<file path="src/rtl/xadc_drp_sampler.sv">
// xadc_drp_sampler
//   DRP master and sample conditioner for the XADC wizard instance.
//   On each end-of-conversion a single DRP read is issued for the selected
//   auxiliary channel, the 12-bit code in do_in[15:4] is captured, and
//   2^AVG_LOG2 codes are boxcar-averaged into one output sample.
//
// Optional build macro:
//   XADC_NOISE_MASK_EN - mask each code with 12'hFF0 before accumulation.
//
// Ports:
//   sysclk       in   system clock, also the XADC DRP dclk
//   rst          in   asynchronous active-high reset
//   sel          in   raw channel-select button (asynchronous)
//   eoc_in       in   XADC end-of-conversion pulse
//   drdy_in      in   XADC DRP data ready
//   do_in[15:0]  in   XADC DRP read data, code in [15:4]
//   den_out      out  DRP enable, single-cycle pulse
//   daddr_out    out  DRP address
//   sample_out   out  averaged 12-bit code
//   sample_valid out  one-cycle strobe when sample_out updates
//   chan_out     out  channel that the accumulated data belongs to
//   timeout_err  out  sticky DRP timeout flag
//
// state | meaning
// IDLE  | waiting for eoc_in; latches channel and DRP address on exit
// REQ   | den_out is registered high for the following cycle; timer cleared
// WAIT  | waiting for drdy_in, timer counts towards TIMEOUT
// ACC   | folds the captured code into the running average
module xadc_drp_sampler #(
    parameter int         AVG_LOG2  = 4,
    parameter logic [6:0] ADDR_SEL0 = 7'h14,
    parameter logic [6:0] ADDR_SEL1 = 7'h1C,
    parameter int         TIMEOUT   = 255
) (
    input  logic        sysclk,
    input  logic        rst,
    input  logic        sel,
    input  logic        eoc_in,
    input  logic        drdy_in,
    input  logic [15:0] do_in,
    output logic        den_out,
    output logic [6:0]  daddr_out,
    output logic [11:0] sample_out,
    output logic        sample_valid,
    output logic        chan_out,
    output logic        timeout_err
);

    localparam int               ACC_W    = 12 + AVG_LOG2;
    localparam int               CNT_W    = AVG_LOG2 + 1;
    localparam logic [CNT_W-1:0] CNT_FULL = CNT_W'(1 << AVG_LOG2);
    localparam logic [7:0]       TO_LAST  = 8'(TIMEOUT - 1);

    typedef enum logic [1:0] {IDLE, REQ, WAIT, ACC} state_t;

    state_t             state;
    state_t             state_nxt;
    logic               sel_m;
    logic               sel_s;
    logic               cur_chan;
    logic [11:0]        code;
    logic [11:0]        code_m;
    logic [ACC_W-1:0]   acc;
    logic [ACC_W-1:0]   acc_sum;
    logic [CNT_W-1:0]   cnt;
    logic [CNT_W-1:0]   cnt_nxt;
    logic [7:0]         to_cnt;
    logic               avg_done;
    logic               chan_change;
    logic               unused_do_lsbs;

    assign unused_do_lsbs = ^do_in[3:0];

    always_ff @(posedge sysclk or posedge rst) begin
        if (rst) begin
            sel_m <= 1'b0;
            sel_s <= 1'b0;
        end else begin
            sel_m <= sel;
            sel_s <= sel_m;
        end
    end

    always_ff @(posedge sysclk or posedge rst) begin
        if (rst) state <= IDLE;
        else     state <= state_nxt;
    end

    always_comb begin
        state_nxt = state;
        case (state)
            IDLE: if (eoc_in) state_nxt = REQ;
            REQ:  state_nxt = WAIT;
            WAIT: begin
                // drdy wins over an expiring timer in the same cycle
                if (drdy_in)                state_nxt = ACC;
                else if (to_cnt == TO_LAST) state_nxt = IDLE;
            end
            ACC:  state_nxt = IDLE;
            default: state_nxt = IDLE;
        endcase
    end

    always_comb begin
        code_m = code;
`ifdef XADC_NOISE_MASK_EN
        code_m = code & 12'hFF0;
`endif
        chan_change = (cur_chan != chan_out);
        // a channel change restarts the average from this code
        acc_sum = chan_change ? ACC_W'(code_m) : acc + ACC_W'(code_m);
        cnt_nxt = chan_change ? CNT_W'(1) : cnt + CNT_W'(1);
    end

    always_ff @(posedge sysclk or posedge rst) begin
        if (rst) begin
            den_out      <= 1'b0;
            daddr_out    <= ADDR_SEL0;
            sample_out   <= 12'h000;
            sample_valid <= 1'b0;
            chan_out     <= 1'b0;
            timeout_err  <= 1'b0;
            cur_chan     <= 1'b0;
            code         <= 12'h000;
            acc          <= '0;
            cnt          <= '0;
            to_cnt       <= 8'h00;
            avg_done     <= 1'b0;
        end else begin
            den_out      <= (state == REQ);
            sample_valid <= 1'b0;
            avg_done     <= 1'b0;

            if (state == IDLE && eoc_in) begin
                cur_chan  <= sel_s;
                daddr_out <= sel_s ? ADDR_SEL1 : ADDR_SEL0;
            end

            if (state == REQ) to_cnt <= 8'h00;

            if (state == WAIT) begin
                if (drdy_in) begin
                    code <= do_in[15:4];
                end else begin
                    to_cnt <= to_cnt + 8'd1;
                    if (to_cnt == TO_LAST) timeout_err <= 1'b1;
                end
            end

            if (state == ACC) begin
                acc      <= acc_sum;
                cnt      <= cnt_nxt;
                chan_out <= cur_chan;
                avg_done <= (cnt_nxt == CNT_FULL);
            end

            // publish one cycle after the completing ACC; the FSM is in
            // IDLE/REQ here so the accumulator is never written twice
            if (avg_done) begin
                sample_out   <= 12'(acc >> AVG_LOG2);
                sample_valid <= 1'b1;
                acc          <= '0;
                cnt          <= '0;
            end
        end
    end

endmodule
</file>
<file path="config.mk">
export PLATFORM = sky130hd
export DESIGN_NAME = xadc_drp_sampler
export DESIGN_NICKNAME = d
export VERILOG_FILES = /design/src/rtl/xadc_drp_sampler.sv
export SDC_FILE = /design/constraint.sdc
export NUM_CORES = 1
export LEC_CHECK = 0
export BUFFER_PORTS_ARGS = -buffer_cell sky130_fd_sc_hd__buf_2
export CORE_ASPECT_RATIO = 0.9
export CORE_MARGIN = 2
export CORE_UTILIZATION = 30
export CTS_CLUSTER_DIAMETER = 100
export DETAILED_ROUTE_END_ITERATION = 10
export MAX_ROUTING_LAYER = met4
export PLACE_DENSITY = 0.45
export RECOVER_POWER = 100
export REMOVE_ABC_BUFFERS = 1
export SLEW_MARGIN = 10
export SYNTH_ARGS = -nofsm -noshare
export SYNTH_HDL_FRONTEND = slang
export SYNTH_SLANG_ARGS = --single-unit
</file>
<file path="constraint.sdc">
create_clock -name sysclk -period 3.75 [get_ports sysclk]
set_clock_uncertainty 0.05 [all_clocks]
set_input_delay 0.375 -clock sysclk [delete_from_list [all_inputs] [get_ports sysclk]]
set_output_delay 0.375 -clock sysclk [all_outputs]
set_load 0.01 [all_outputs]
</file>
# Word-level counts from Yosys, hierarchy flattened
# Index checks and enable logic that the tools add are counted.
# classes
bitwise_logic,1
add_sub_neg,3
muxes,16
reduce_logical,6
n_eq_ne,8
# ops
cell,n
$mux W16,3
$mux W8,3
$add A16 B12 Y16,1
$mux W5,3
$add A8 B1 Y8 const B,1
$eq A8 B8 Y1 const B,1
$pmux W2 S4,1
$mux W2,3
$add A5 B1 Y5 const B,1
$eq A5 B5 Y1 const B,1
$eq A2 B2 Y1 const B,2
$mux W4,1
$reduce_and A2 Y1,2
$ne A3 B2 Y1 const B,1
$reduce_and A3 Y1,1
$eq A2 B1 Y1 const B,1
$logic_not A2 Y1,1
$mux W1,2
$ne A2 B2 Y1 const B,1
$reduce_bool A2 Y1,1
$logic_and A1 B1 Y1,1
$ne A1 B1 Y1,1
$not A1 Y1,1
# totals
output_inout_bits,23
ff_bits,70
inputBits,21
word_cells,49

# Logic depth before layout (Yosys ltp)
# logic_depth
word_depth,4
depth_mapped,8
ltp_nobuf,8

# Worst setup path before layout
# Ideal clock, no wire load.
# synth_path
path_kind,flip-flop to flip-flop
start,reg code[0]
end,reg acc[14]
synth_period_minus_slack_ns,2.412
n_path_buf,0
stages_incl_launch_ff,9
arrival_ns,2.230
required_time_ns,3.569
slack_ns,1.338
setup_ns,0.131
cell_sequence,dfrtp_1 > ha_1 > fa_1 > a211o_2 > nand2_1 > a211oi_2 > o41ai_4 > nor4_1 > or3_1
# synth_between
elab_chain_len,4
# synth_lines
item,line_no,rtl
"start, declared",61,logic [11:0] code;
"start signal, assigned",143,code <= do_in[15:4];
$add A16 B12 Y16,111,acc_sum = chan_change ? ACC_W'(code_m) : acc + ACC_W'(code_m);
$mux W16,111,
$mux W16,150,if (state == ACC) begin
$mux W16,159,if (avg_done) begin
"end signal, assigned",151,acc <= acc_sum;
"end, declared",63,logic [ACC_W-1:0] acc;
# No other way between the ends. The select of a mux whose other input is x is not followed.
# A chain may end at the register's enable or synchronous reset.

# Final worst setup path
# Ends and elaborated chain as after synthesis.

==> summary.txt <==
Synthesis
  – Post-synth top cells: 63 x dfrtp_1, 42 x nand2_1, 25 x mux2_2
  – Syn Inst Count: 326
  – Synth top area share: 46.93%
  – Yosys Warn Count: 0
  – Area contributors post-synth: dfrtp_1 47%, mux2_2 8.4%, ha_1 5.6%
  – Most common cell in the netlist: dfrtp_1
  – Post-Syn Area per Cell: 10.31 µm²
  – Number of synthesized register bits: between 60 and 70
  – Sequential area share after synthesis: 46.93%
  – Leading area contributor after synthesis: dfrtp_1
  – Number of flops mapped to enable cells by yosys: 0
  – Async SR Flop Fraction: 100.0%
  – Post-Syn Area: ~3400 µm²
  – Top FF cell, synth: dfrtp_1
  – Yosys cell types: 52

Detailed routing
  – Initial DRC Count: 110
  – ANT nets after route: 0
  – Routed vias/inst: around 4.8
  – Residual DRC: 0
  – Router iterations before antenna repair: 4
  – Wire length per cell: ~14 µm
  – DRT Wirelength: 7.333 mm
  – Vias: 2479

Placement
  – Placed Cells: between 500 and 600
  – Final RePlAce weighted congestion: around 0.8
  – Placed cell areas: 3681 µm²
  – Pre-CTS WS: 1.154 ns
  – PortBufs: 33
  – DP HPWL: 4.982 mm

Clocking
  – Clk pin slew, worst setup/hold paths: 0.05 ns
  – H-tree levels: 3
  – Post-CTS sizing: 0
  – CTS root buf: clkbuf_16
  – CTS tree: yes
  – # hold bufs at CTS: 0
  – CTS Buf Count: 9
  – Max Buffers Root-to-Sink: 2
  – Clk Latency, worst-skew pair: roughly 0.33 ns
  – Postcts setup bufs: 0
  – Sink Count: 63

STA
  – Setup violators final: 0
  – RSZ-0062 raised after global routing: no
  – Rel. slew slack: -17.22%
  – Slew Limit Fails: 74
  – Worst setup margin: 0.8769 ns
  – Tmin final: roughly 2.9 ns
  – Final Hold Viols: 0
  – Crit share post-route: 76.62%
  – Slew @ Worst Pin: between 1.5 and 2 ns
  – Setup total negative slack: 0 ns
  – Hold WS: 0.09932 ns
  – Fmax: 348.1 MHz

Pwr
  – Peak supply drop: 449.9 µV
  – Total power: 3.717 mW
  – Pwr Density: 944.1 nW/µm²
  – Leakage power: 1.789 nW

Cells and area
  – Final instance area: approximately 3900 µm²
  – Diode count: 0
  – Cell Count, Final, Fillers Out: between 500 and 600
  – Final Util: around 36%
  – Final-stage net count: 400
  – Multi-input logic area: ~1700 µm²
  – FILL cells: 1114
  – Area growth syn-to-layout: 17.21%
  – Reg area: 1577 µm²
  – Share of cells above drive strength 1: 17.71%

Setup path
  – Startpoint class of the critical path: flop
  – Crit. End Element: flop
  – Critical path class: flop to flop
  – Crit-path max FO: 4
  – Required time of the critical path: 3.91 ns
  – Crit path DAT: 3.03 ns

Global route
  – Largest net degree at the start of global routing: between 40 and 50
  – Met2 usage: 20.38%
  – GRT busiest layer: met2
  – Vias in the first global route: between 2000 and 3000
  – Overflow after GRT: 0
  – Total global-route track usage: 14.14%
  – Initial antenna violation count: 0
  – Global-route wire length before repair: 12.90 mm
  – Met1 GRT Util: 19.07%
  – Met3 GRT Util: roughly 3.9%

Status
  – Status: complete, but fails checks
  – Failing checks: max-capacitance violations, max-slew violations

Floorplanning
  – Die height: 104.4 µm
  – # IOs: 44
  – Site Rows: 36
  – Chip Width: 115.5 µm
  – Core area: 10860 µm²
  – Starting density of the core: between 30% and 40%
  – Area of the die: 12060 µm²

Run
  – MaxCap Viol Count: 2

Hold path
  – Hold crit path type: primary input to flop
==> path summary, 6_finish.rpt <==
kind | to | slack (ns) | from | cells after the start
worst max-delay path | acc[14]$_DFFE_PP0P_ | 0.88 | code[0]$_DFFE_PP0P_ | 8
worst min-delay path | sel_m$_DFF_PP0_ | 0.1 | sel | 1
worst max register to register | acc[14]$_DFFE_PP0P_ | 0.88 | code[0]$_DFFE_PP0P_ | 8
worst min register to register | sel_s$_DFF_PP0_ | 0.30 | sel_m$_DFF_PP0_ | 0
max in group asynchronous | sample_out[10]$_DFFE_PP0P_ | 1.22 | rst | 3
min in group asynchronous | sample_out[7]$_DFFE_PP0P_ | 0.46 | rst | 2
==> state kept, by name, summed over array words and instances, names as in the netlist <==
register / flops
acc: 16
avg_done: 1
chan_out: 1
cnt: 5
code: 12
daddr_out: 1
den_out: 1
sample_out: 12
sample_valid: 1
sel_m: 1
sel_s: 1
state: 2
timeout_err: 1
to_cnt: 8
==> power breakdown <==
part | switching (mW) | leakage, nW | internal [mW] | total (mW)
clock network | 0.297 | 0.155 | 0.594 | 0.891
logic | 0.961 | 0.844 | 0.779 | 1.74
registers | 0.195 | 0.790 | 0.891 | 1.09
total | 1.45 | 1.79 | 2.26 | 3.72
==> final cells by class <==
type / instances / area share (%)
Multi-Input combinational cell: 244 / 42.20
Sequential cell: 63 / 40.04
Clock buffer: 11 / 6.165
Tap cell: 152 / 4.830
Timing Repair Buffer: 38 / 4.322
Clock inverter: 4 / 1.779
Inverter: 7 / 0.6673
==> worst max-delay path, cell delays in order (launching register included) <==
cell and delay, ns:
dfrtp_1 0.40, ha_1 0.23, fa_1 0.43, a211o_2 0.38, nand2_1 0.11, a211oi_1 0.10, o41ai_1 0.64, nor4_1 0.09
or3_1 0.32
==> logic make-up after synthesis <==
group / count (synthesis) / synth area share, %
mux: 27 / 8.976
buf+inv: 23 / 3.352
compound gates: 71 / 15.23
other cells: 2 / 0.2235
xor+xnor: 14 / 3.650
fa+ha+maj: 16 / 6.183
simple gates: 110 / 15.46
flops: 63 / 46.93
==> layout by cell type, fill, tap and decap left out, drive strengths merged, types with 7 or more instances in the layout <==
master   n
mux2    25
buf     18
a21oi   21
nand3   15
inv      7
o21ai   13
dfrtp   63
xor2     8
clkbuf  31
nand2   42
ha      15
nor2    24
==> layer usage <==
metal | vias to the layer above | part of all wire [%]
met5 | - | 0
met4 | 0 | 1.7
met3 | 13 | 3.1
met2 | 37 | 44
met1 | 1201 | 51
li1 | 1228 | -
Power figures use the tool's default switching activity.
